File: src/rtl/ram_arb_pkg.sv
// Shared types and defaults for the RAM arbiter slice.
package ram_arb_pkg;

    // Arbiter FSM states; HOLD is reachable only with the starvation guard built in.
    typedef enum logic [1:0] {
        IDLE = 2'd0,
        WAIT = 2'd1,
        HOLD = 2'd2
    } arb_state_t;

    // Default geometry of the core's external RAM (256 x 4).
    localparam int unsigned RAM_AW = 8;
    localparam int unsigned RAM_DW = 4;

    // Default loader wait, in blocked cycles, before the CPU is frozen.
    localparam int unsigned RAM_STARVE_LIM = 8;

endpackage

File: src/rtl/ram_arb_starve_cnt.sv
// Loader starvation guard: counts blocked loader cycles and registers the
// one-cycle CPU freeze request. Used by ram_arbiter only when
// RAM_ARB_STARVE_EN is defined.
module ram_arb_starve_cnt
    import ram_arb_pkg::*;
#(
    parameter int unsigned STARVE_LIM = RAM_STARVE_LIM
) (
    input  logic clk,
    input  logic nreset,
    input  logic blocked,    // loader requesting but not granted this cycle
    input  logic clr,        // FSM heads back to IDLE
    input  logic hold_next,  // FSM heads to HOLD
    output logic at_lim,     // wait_cnt has reached STARVE_LIM-1
    output logic cpu_hold
);

    logic [3:0] wait_cnt;

    // Saturating count of consecutive blocked loader cycles.
    // NOTE: sequential state uses non-blocking assignments so every register
    // samples the pre-edge values, independent of block ordering.
    always_ff @(posedge clk or negedge nreset) begin
        if (!nreset) begin
            wait_cnt <= '0;
        end else if (clr) begin
            wait_cnt <= '0;
        end else if (blocked && (wait_cnt != 4'hF)) begin
            wait_cnt <= wait_cnt + 4'd1;
        end
    end

    // Freeze request is high exactly in the cycle the FSM sits in HOLD.
    always_ff @(posedge clk or negedge nreset) begin
        if (!nreset) begin
            cpu_hold <= 1'b0;
        end else begin
            cpu_hold <= hold_next;
        end
    end

    assign at_lim = (wait_cnt == 4'(STARVE_LIM - 1));

endmodule

File: src/rtl/ram_arbiter.sv
// Two-port arbiter for the core's external RAM: the CPU data port always wins,
// the loader/debug port is served in free cycles via lp_req/lp_gnt.
// Optional starvation guard: define RAM_ARB_STARVE_EN to add the wait counter,
// the HOLD state and the cpu_hold freeze request.
module ram_arbiter
    import ram_arb_pkg::*;
#(
    parameter int unsigned AW         = RAM_AW,
    parameter int unsigned DW         = RAM_DW,
    parameter int unsigned STARVE_LIM = RAM_STARVE_LIM
) (
    input  logic          clk,
    input  logic          nreset,
    input  logic [AW-1:0] cpu_addr,
    input  logic [DW-1:0] cpu_wdata,
    input  logic          cpu_we,
    input  logic          cpu_rd,
    output logic [DW-1:0] cpu_rdata,
    input  logic          lp_req,
    input  logic          lp_we,
    input  logic [AW-1:0] lp_addr,
    input  logic [DW-1:0] lp_wdata,
    output logic          lp_gnt,
    output logic          lp_rvalid,
    output logic [DW-1:0] lp_rdata,
    output logic          cpu_hold,
    output logic [AW-1:0] ram_addr,
    output logic [DW-1:0] ram_wdata,
    output logic          ram_we,
    input  logic [DW-1:0] ram_rdata
);

    arb_state_t state_q;
    arb_state_t state_d;
    logic       cpu_busy;
    logic       at_lim;

    // A frozen CPU gives up the port, which is what lets the loader through.
    assign cpu_busy = (cpu_we | cpu_rd) & ~cpu_hold;
    assign lp_gnt   = lp_req & ~cpu_busy;

    // Datapath mux: the granted loader owns the RAM pins, otherwise the CPU,
    // whose writes are masked while it is frozen.
    assign ram_addr  = lp_gnt ? lp_addr  : cpu_addr;
    assign ram_wdata = lp_gnt ? lp_wdata : cpu_wdata;
    assign ram_we    = lp_gnt ? lp_we    : (cpu_we & ~cpu_hold);
    assign cpu_rdata = ram_rdata;

`ifdef RAM_ARB_STARVE_EN
    logic blocked;

    assign blocked = lp_req & ~lp_gnt;

    ram_arb_starve_cnt #(
        .STARVE_LIM (STARVE_LIM)
    ) u_starve_cnt (
        .clk       (clk),
        .nreset    (nreset),
        .blocked   (blocked),
        .clr       (state_d == IDLE),
        .hold_next (state_d == HOLD),
        .at_lim    (at_lim),
        .cpu_hold  (cpu_hold)
    );
`else
    logic [3:0] starve_lim_unused;

    // Without the guard the loader simply waits for a free cycle.
    assign starve_lim_unused = 4'(STARVE_LIM);
    assign at_lim            = 1'b0;
    assign cpu_hold          = 1'b0;
`endif

    // FSM state register.
    always_ff @(posedge clk or negedge nreset) begin
        if (!nreset) begin
            state_q <= IDLE;
        end else begin
            state_q <= state_d;
        end
    end

    // FSM next state: track a loader request that the CPU keeps blocking.
    // NOTE: state_d is defaulted before the case so no path leaves it
    // unassigned, which would otherwise infer a latch.
    always_comb begin
        state_d = state_q;
        case (state_q)
            IDLE: begin
                if (lp_req && !lp_gnt) begin
                    state_d = WAIT;
                end
            end
            WAIT: begin
                if (lp_gnt || !lp_req) begin
                    state_d = IDLE;
                end else if (at_lim) begin
                    state_d = HOLD;
                end
            end
            HOLD: begin
                state_d = IDLE;
            end
            default: begin
                state_d = IDLE;
            end
        endcase
    end

    // Loader read return: capture RAM data at the end of a granted read.
    always_ff @(posedge clk or negedge nreset) begin
        if (!nreset) begin
            lp_rvalid <= 1'b0;
            lp_rdata  <= '0;
        end else begin
            lp_rvalid <= lp_gnt & ~lp_we;
            if (lp_gnt && !lp_we) begin
                lp_rdata <= ram_rdata;
            end
        end
    end

endmodule

File: config.mk
export PLATFORM = sky130hd
export DESIGN_NAME = ram_arbiter
export DESIGN_NICKNAME = d
export VERILOG_FILES = /design/src/rtl/ram_arb_pkg.sv /design/src/rtl/ram_arb_starve_cnt.sv /design/src/rtl/ram_arbiter.sv
export SDC_FILE = /design/constraint.sdc
export NUM_CORES = 1
export LEC_CHECK = 0
export CAP_MARGIN = 30
export CORE_MARGIN = 2
export CORE_UTILIZATION = 21
export CTS_CLUSTER_DIAMETER = 100
export CTS_CLUSTER_SIZE = 12
export DETAILED_ROUTE_END_ITERATION = 10
export HOLD_SLACK_MARGIN = 0.12
export PLACE_DENSITY = 0.75
export SYNTH_ARGS = -nofsm -noshare
export SYNTH_HDL_FRONTEND = slang
export SYNTH_SLANG_ARGS = --single-unit
File: constraint.sdc
create_clock -name clk -period 1.32 [get_ports clk]
set_clock_uncertainty 0.15 [all_clocks]
set_input_delay 0.264 -clock clk [delete_from_list [all_inputs] [get_ports clk]]
set_output_delay 0.264 -clock clk [all_outputs]
set_load 0.05 [all_outputs]
Word-level counts from Yosys, hierarchy flattened
Cells that the tools add are included.
{"block": "word_totals", "ff_bits": 5, "inputBits": 34, "output_inout_bits": 24}
{"block": "classes", "n_bitwise": 5, "n_reduce_logical": 2, "mux": 3}
{"cell": "$mux 8", "count": 1}
{"cell": "$mux 4", "count": 1}
{"cell": "$and 1x1->1", "count": 2}
{"cell": "$not 1->1", "count": 2}
{"cell": "$logic_and 1x1->1", "count": 1}
{"cell": "$logic_not 1->1", "count": 1}
{"cell": "$mux 1", "count": 1}
{"cell": "$or 1x1->1", "count": 1}

Depth between registers and ports, before layout
Gate-level depths: netlist of run 1.
{"block": "logic_depth", "word_depth": 4, "depth_mapped": 3}

Worst setup path after synthesis of run 1
OpenSTA, ideal clock, no wires.
{"block": "synth_timing", "path_kind": "input to output", "from": "input cpu_rd", "to": "output ram_addr[0]", "setup_slack_ns": -0.320, "n_path_buf": 1, "required_ns": 0.906, "arrival_time_ns": 1.226, "stages": 3, "path_cell_list": "nor3b_4 -> buf_6 -> mux2_2"}
{"block": "synth_between", "elab_chain_len": 4}
{"item": "start, declared", "line": "ram_arbiter.sv:17", "rtl": "input logic cpu_rd,"}
{"item": "$or 1x1->1", "line": "ram_arbiter.sv:39", "rtl": "assign cpu_busy = (cpu_we | cpu_rd) & ~cpu_hold;"}
{"item": "$not 1->1", "line": "ram_arbiter.sv:40", "rtl": "assign lp_gnt = lp_req & ~cpu_busy;"}
{"item": "$and 1x1->1", "line": "ram_arbiter.sv:40"}
{"item": "net lp_gnt", "line": "ram_arbiter.sv:23", "rtl": "output logic lp_gnt,"}
{"item": "$mux 8", "line": "ram_arbiter.sv:44", "rtl": "assign ram_addr = lp_gnt ? lp_addr : cpu_addr;"}
{"item": "end, declared", "line": "ram_arbiter.sv:27", "rtl": "output logic [AW-1:0] ram_addr,"}
The timed path passes the listed nets, and every way through them passes these cells.

Worst setup path in the final report of run 1
{"block": "layout_timing", "from": "input cpu_rd", "to": "output ram_wdata[0]"}
{"block": "layout_between", "elab_chain_len": 4}
{"item": "$or 1x1->1", "line": "ram_arbiter.sv:39"}
{"item": "$not 1->1", "line": "ram_arbiter.sv:40"}
{"item": "$and 1x1->1", "line": "ram_arbiter.sv:40"}
{"item": "$mux 4", "line": "ram_arbiter.sv:45", "rtl": "assign ram_wdata = lp_gnt ? lp_wdata : cpu_wdata;"}
{"item": "end, declared", "line": "ram_arbiter.sv:28", "rtl": "output logic [DW-1:0] ram_wdata,"}
No other way between the ends.

==> results.txt, run 1 <==
number of global-route vias before repair -> 663
register bit total from synthesis -> 5
Ports -> 58
CP endpoint kind -> primary output
RSZ-0062 raised after global routing -> true
H-Tree Depth -> 1
Pre-antenna DRT Iters -> 1
worst-skew pair later-pin latency -> 0.24 ns
post-route ant nets -> 0
DRC -> 0
Vias -> 534
Critical Path Slowest Stage Cell -> mux2_4
crit-path max FO -> 5
Max stage delay on crit path -> 0.32 ns
Arrival @ worst endpoint -> 1.29 ns
initial antenna violation count -> 0
pre-CTS setup slack -> -0.845 ns
final WL -> 1.96 mm
Layout area overhead -> 227%
NetSw -> 442 µW
placed cell areas -> 0.00121 mm²
Die H -> 48.3 µm
status -> finished, violations left
worst min path class -> input port to flip-flop
Final setup viols -> 13
GR Overflow Total -> 0
first-pass GRT wire length -> 3.20 mm
CTS max path bufs -> 2
GR Util All Layers -> 18.1%
clock transition at the registers of the reported paths -> 0.04 ns
Ys Warns -> 0
setup_tns -> -4.59 ns
full die area -> 0.00234 mm²
largest area contributor in the netlist -> mux2_2
Slew Limit Fails -> 0
Iter 0 DRT Violations -> 0
design area -> 0.00135 mm²
fmax -> 0.587 GHz
critical path class -> input port to primary output
Final min period -> 1.70 ns
final hold vios -> 0
Chip Width -> 48.3 µm
final worst slack -> -0.383 ns
Int Pwr -> 701 µW
share of layout cells above drive strength 1 -> 60.4%
Initial Util -> 21.7%
Filler Cell Count -> 130
NumNets Final -> 131
Buf/Inv on CP -> 3
Finished Layout Cells -> 123
Tcrit/Tclk final -> 129%
power density over cell area -> 847 mW/mm²
Mapped Cells -> 32
Max Cap Violations -> 0
critical path launch point type -> input port
Mapped Nets -> 66
CTS sink cnt -> 5
clk root buf -> clkbuf_4
CTS tree -> yes
RePlAce Congestion -> 0.706
syn avg cell area -> 12.9 µm²
LEAKAGE -> 0.615 nW
placed cells -> 114
Fin Hold WS -> 0.254 ns
Inserted Clock Buffers -> 3
maximum vdd drop -> 0.000789 V
Netlist Area Pre-Place -> 413 µm²
IO Port Bufs -> 56
Site Rows -> 16
failing checks -> negative setup slack
DP Wirelength -> 1.41 mm
diode count -> 0
Req. time, crit path -> 0.91 ns
Largest delay share family, worst path -> buffers and inverters
Synth top area share -> 43.6%
largest net degree at the start of global routing -> 6
Flop pwr share -> 18.8%
register area share after synthesis -> 30.3%
core area -> 0.00190 mm²
Via density -> 4.34
crit-path cells -> buf_8 -> nor3b_4 -> buf_6 -> mux2_4 -> buf_12
Comb power frac -> 65.4%
top post-synthesis cells by area -> mux2_2 (44%), dfrtp_1 (30%), buf_4 (9.1%), nor4b_4 (5.8%), nor3b_4 (4.5%)
Sw Ratio -> 38.7%
Distinct cells, synth -> 9
clock share of power -> 15.8%
drt wl/cell -> 15.9 µm
[path summary, 6_finish.rpt]
kind / startpoint / to / slack (ns) / depth (start not counted)
setup / recovery: cpu_rd / ram_wdata[0] / -0.38 / 5
hold / removal: lp_we / lp_rvalid / 0.25 / 3
setup reg to reg: lp_rdata[3] / lp_rdata[3] / 0.34 / 1
hold reg to reg: lp_rdata[0] / lp_rdata[0] / 0.43 / 1
max in group asynchronous: nreset / lp_rvalid / 0.19 / 2
min in group asynchronous: nreset / lp_rdata[0] / 0.63 / 2
[placed cells by master (no fill, tap or decap), types with 2 or more instances in the layout]
| cell | instances |
|---|---|
| buf_12 | 19 |
| dfrtp_1 | 5 |
| buf_8 | 6 |
| buf_4 | 5 |
| clkdlybuf4s50_1 | 25 |
| mux2_4 | 14 |
| mux2_2 | 2 |
| dlygate4sd2_1 | 4 |
| buf_6 | 5 |
| clkbuf_4 | 3 |
[registers in the layout, summed over array words and instances, names as in the netlist]
| register | flops |
|---|---|
| lp_rdata | 4 |
| lp_rvalid | 1 |
[kinds of logic (layout without fill, tap and decap cells)]
family,Yosys count,after routing,share of synthesized area [%]
muxes,16,16,43.6
buffers and inverters,7,71,12.7
DFF,5,5,30.3
and+or+nand+nor,2,2,10.3
other,1,1,0.908
AOI/OAI and AO/OA,1,1,2.12
[layout make-up]
class | count | area, µm² | share of cell area [%]
inverters | 1 | 3.75 | 0.278
well taps | 27 | 33.8 | 2.50
multi-input cells | 20 | 297 | 22.0
flip-flops and latches | 5 | 125 | 9.27
clock buffers | 4 | 26.3 | 1.95
repair buffers | 66 | 865 | 64.0
[synthesized netlist by cell type, drive strengths merged]
library cell	instances
nor4b	1
inv	1
buf	6
a31o	1
dfrtp	5
conb	1
nor3b	1
mux2	16
[routing by layer]
layer | vias up | part of all wire [%] | global-route usage, %
met3 | 4 | 14 | 8.02
met4 | 0 | 1.5 | 7.14
met5 | - | 0 | 0
met1 | 237 | 36 | 19.4
li1 | 237 | - | -
met2 | 56 | 48 | 31.3
[tightest hold or removal path: stages]
cell and delay (ns):
clkbuf_2 0.13, nor4b_4 0.06, buf_4 0.14
[stage by stage]
stage / utilization [%] / power (mW)
after CTS: 69.8 / 1.13
final: 71.0 / 1.14
after floorplan: - / 0.533
after global placement: 63.6 / 0.910
after global routing: 71.0 / 1.19
after detailed placement: 63.6 / 0.919
[power by group through the flow]
stage,clock (mW),combinational [mW],sequential (mW)
2_1_floorplan,0,0.237,0.296
3_3_place_gp,0,0.698,0.212
3_5_place_dp,0,0.705,0.214
4_1_cts,0.181,0.734,0.212
5_1_grt,0.200,0.774,0.218
6_report,0.180,0.748,0.215
[repair_timing]
action | CTS | global route
endpoints found under the hold margin | 5 | 0
hold buffers | 1 | 0
setup endpoints to repair | 23 | 18
gates cloned | 1 | 0
setup buffers | 4 | 0
resized for setup | 38 | 7
pin swaps | 3 | 3
Note: power is estimated with default switching activity, not from simulation.
==> run 2, diff against run 1 <==
CAP_MARGIN = unset   (was 30)
RECOVER_POWER = 50   (was unset)
==> results.txt, run 2 (synthesis results as in run 1) <==
clock share of power -> 16.1%
Max Cap Violations -> 0
Flop pwr share -> 19.2%
CTS max path bufs -> 2
worst min path class -> input port to flip-flop
Tcrit/Tclk final -> 129%
Reg with most FFs -> lp_rdata
Fin Hold WS -> 0.259 ns
Chip Width -> 48.3 µm
commonest non-fill, non-tap cell in the layout -> clkdlybuf4s50_1
drt wl/cell -> 15.9 µm
clock transition at the registers of the reported paths -> 0.04 ns
Inserted Clock Buffers -> 3
RSZ-0062 raised after global routing -> true
maximum vdd drop -> 0.000788 V
post-route ant nets -> 0
Ports -> 58
Largest regs -> lp_rdata: 4 flops, lp_rvalid: 1 flops
largest net degree at the start of global routing -> 6
Int Pwr -> 680 µW
Req. time, crit path -> 0.91 ns
number of global-route vias before repair -> 663
CTS sink cnt -> 5
crit-path max FO -> 5
failing checks -> negative setup slack
Final min period -> 1.70 ns
setup_tns -> -4.67 ns
final WL -> 1.95 mm
GR Util All Layers -> 18.1%
DRC -> 0
LEAKAGE -> 0.590 nW
power density over cell area -> 870 mW/mm²
final hold vios -> 0
Initial Util -> 21.7%
Final setup viols -> 15
share of layout cells above drive strength 1 -> 59.4%
flip-flop count of the largest register after layout -> 4
pre-CTS setup slack -> -0.845 ns
Arrival @ worst endpoint -> 1.29 ns
full die area -> 0.00234 mm²
GR Overflow Total -> 0
CP endpoint kind -> primary output
Comb power frac -> 64.7%
CTS tree -> yes
final core occ -> 67.6%
Site Rows -> 16
FF+latch area -> 125 µm²
status -> finished, violations left
IO Port Bufs -> 56
Slew Limit Fails -> 0
Via density -> 4.33
Pre-antenna DRT Iters -> 1
fmax -> 0.587 GHz
DP Wirelength -> 1.41 mm
NumNets Final -> 131
Filler Cell Count -> 137
Layout area overhead -> 212%
H-Tree Depth -> 1
final worst slack -> -0.384 ns
first-pass GRT wire length -> 3.20 mm
NetSw -> 439 µW
RePlAce Congestion -> 0.706
Iter 0 DRT Violations -> 0
Sw Ratio -> 39.2%
Multi-input gate area -> 297 µm²
critical path class -> input port to primary output
worst-skew pair later-pin latency -> 0.24 ns
core area -> 0.00190 mm²
Vias -> 533
commonest non-fill, non-tap cells in the layout -> clkdlybuf4s50_1 (24), buf_12 (15), mux2_4 (14)
Die H -> 48.3 µm
diode count -> 0
initial antenna violation count -> 0
critical path launch point type -> input port
clk root buf -> clkbuf_4
## run 2: changes by cell type in the layout (fill, tap and decap cells not counted)
cell,previous run,this run
buf_12,19,15
buf_4,5,4
clkbuf_1,1,2
clkbuf_2,1,5
clkdlybuf4s50_1,25,24
dlygate4sd3_1,1,2
## run 2: worst max-delay path, stage by stage
cell and delay (ns):
buf_8 0.10, nor3b_4 0.27, buf_6 0.18, mux2_4 0.32
buf_12 0.15
## run 2: final timing paths
| path | start | to | slack (ns) | cells past startpoint |
|---|---|---|---|---|
| hold reg to reg | lp_rdata[0] | lp_rdata[0] | 0.43 | 1 |
| min in group asynchronous | nreset | lp_rdata[0] | 0.69 | 2 |
| max in group asynchronous | nreset | lp_rvalid | 0.13 | 2 |
| setup / recovery | cpu_rd | ram_wdata[0] | -0.38 | 5 |
| setup reg to reg | lp_rdata[3] | lp_rdata[3] | 0.34 | 1 |
| hold / removal | ram_rdata[3] | lp_rdata[3] | 0.26 | 2 |
## run 2: cell type report
type | count | share of cell area, %
repair buffers | 66 | 62.3
well taps | 27 | 2.63
inverters | 1 | 0.292
multi-input cells | 20 | 23.1
flip-flops and latches | 5 | 9.73
clock buffers | 4 | 2.04
## run 2: what timing repair did
action | in CTS | in global routing
pin swaps | 3 | 3
gates cloned | 1 | 0
setup buffers | 4 | 0
hold endpoints to repair | 5 | 0
hold buffers | 1 | 0
gates resized for setup | 38 | 7
setup endpoints to repair | 23 | 18
## run 2: power by group through the flow
stage               registers (mW)  logic (mW)  clock network [mW]
floorplan                    0.296       0.237                   0
global placement             0.212       0.698                   0
detailed placement           0.214       0.705                   0
CTS                          0.212       0.734               0.181
global route                 0.218       0.749               0.200
finish                       0.215       0.724               0.180
## run 2: per-layer routing
metal,vias to the layer above,routed length (µm),global-route usage (%),part of all wire (%)
met2,56,937,31.3,48
li1,237,-,-,-
met3,4,278,8.02,14
met4,0,30,7.14,1.5
met1,236,706,19.4,36
met5,-,0,0,0
## run 2: per-stage QoR
step	cells	total power [mW]	area (µm²)
floorplan	32	0.533	455
global placement	114	0.910	1210
detailed placement	114	0.919	1210
CTS	123	1.13	1330
global route	123	1.17	1290
finish	123	1.12	1290
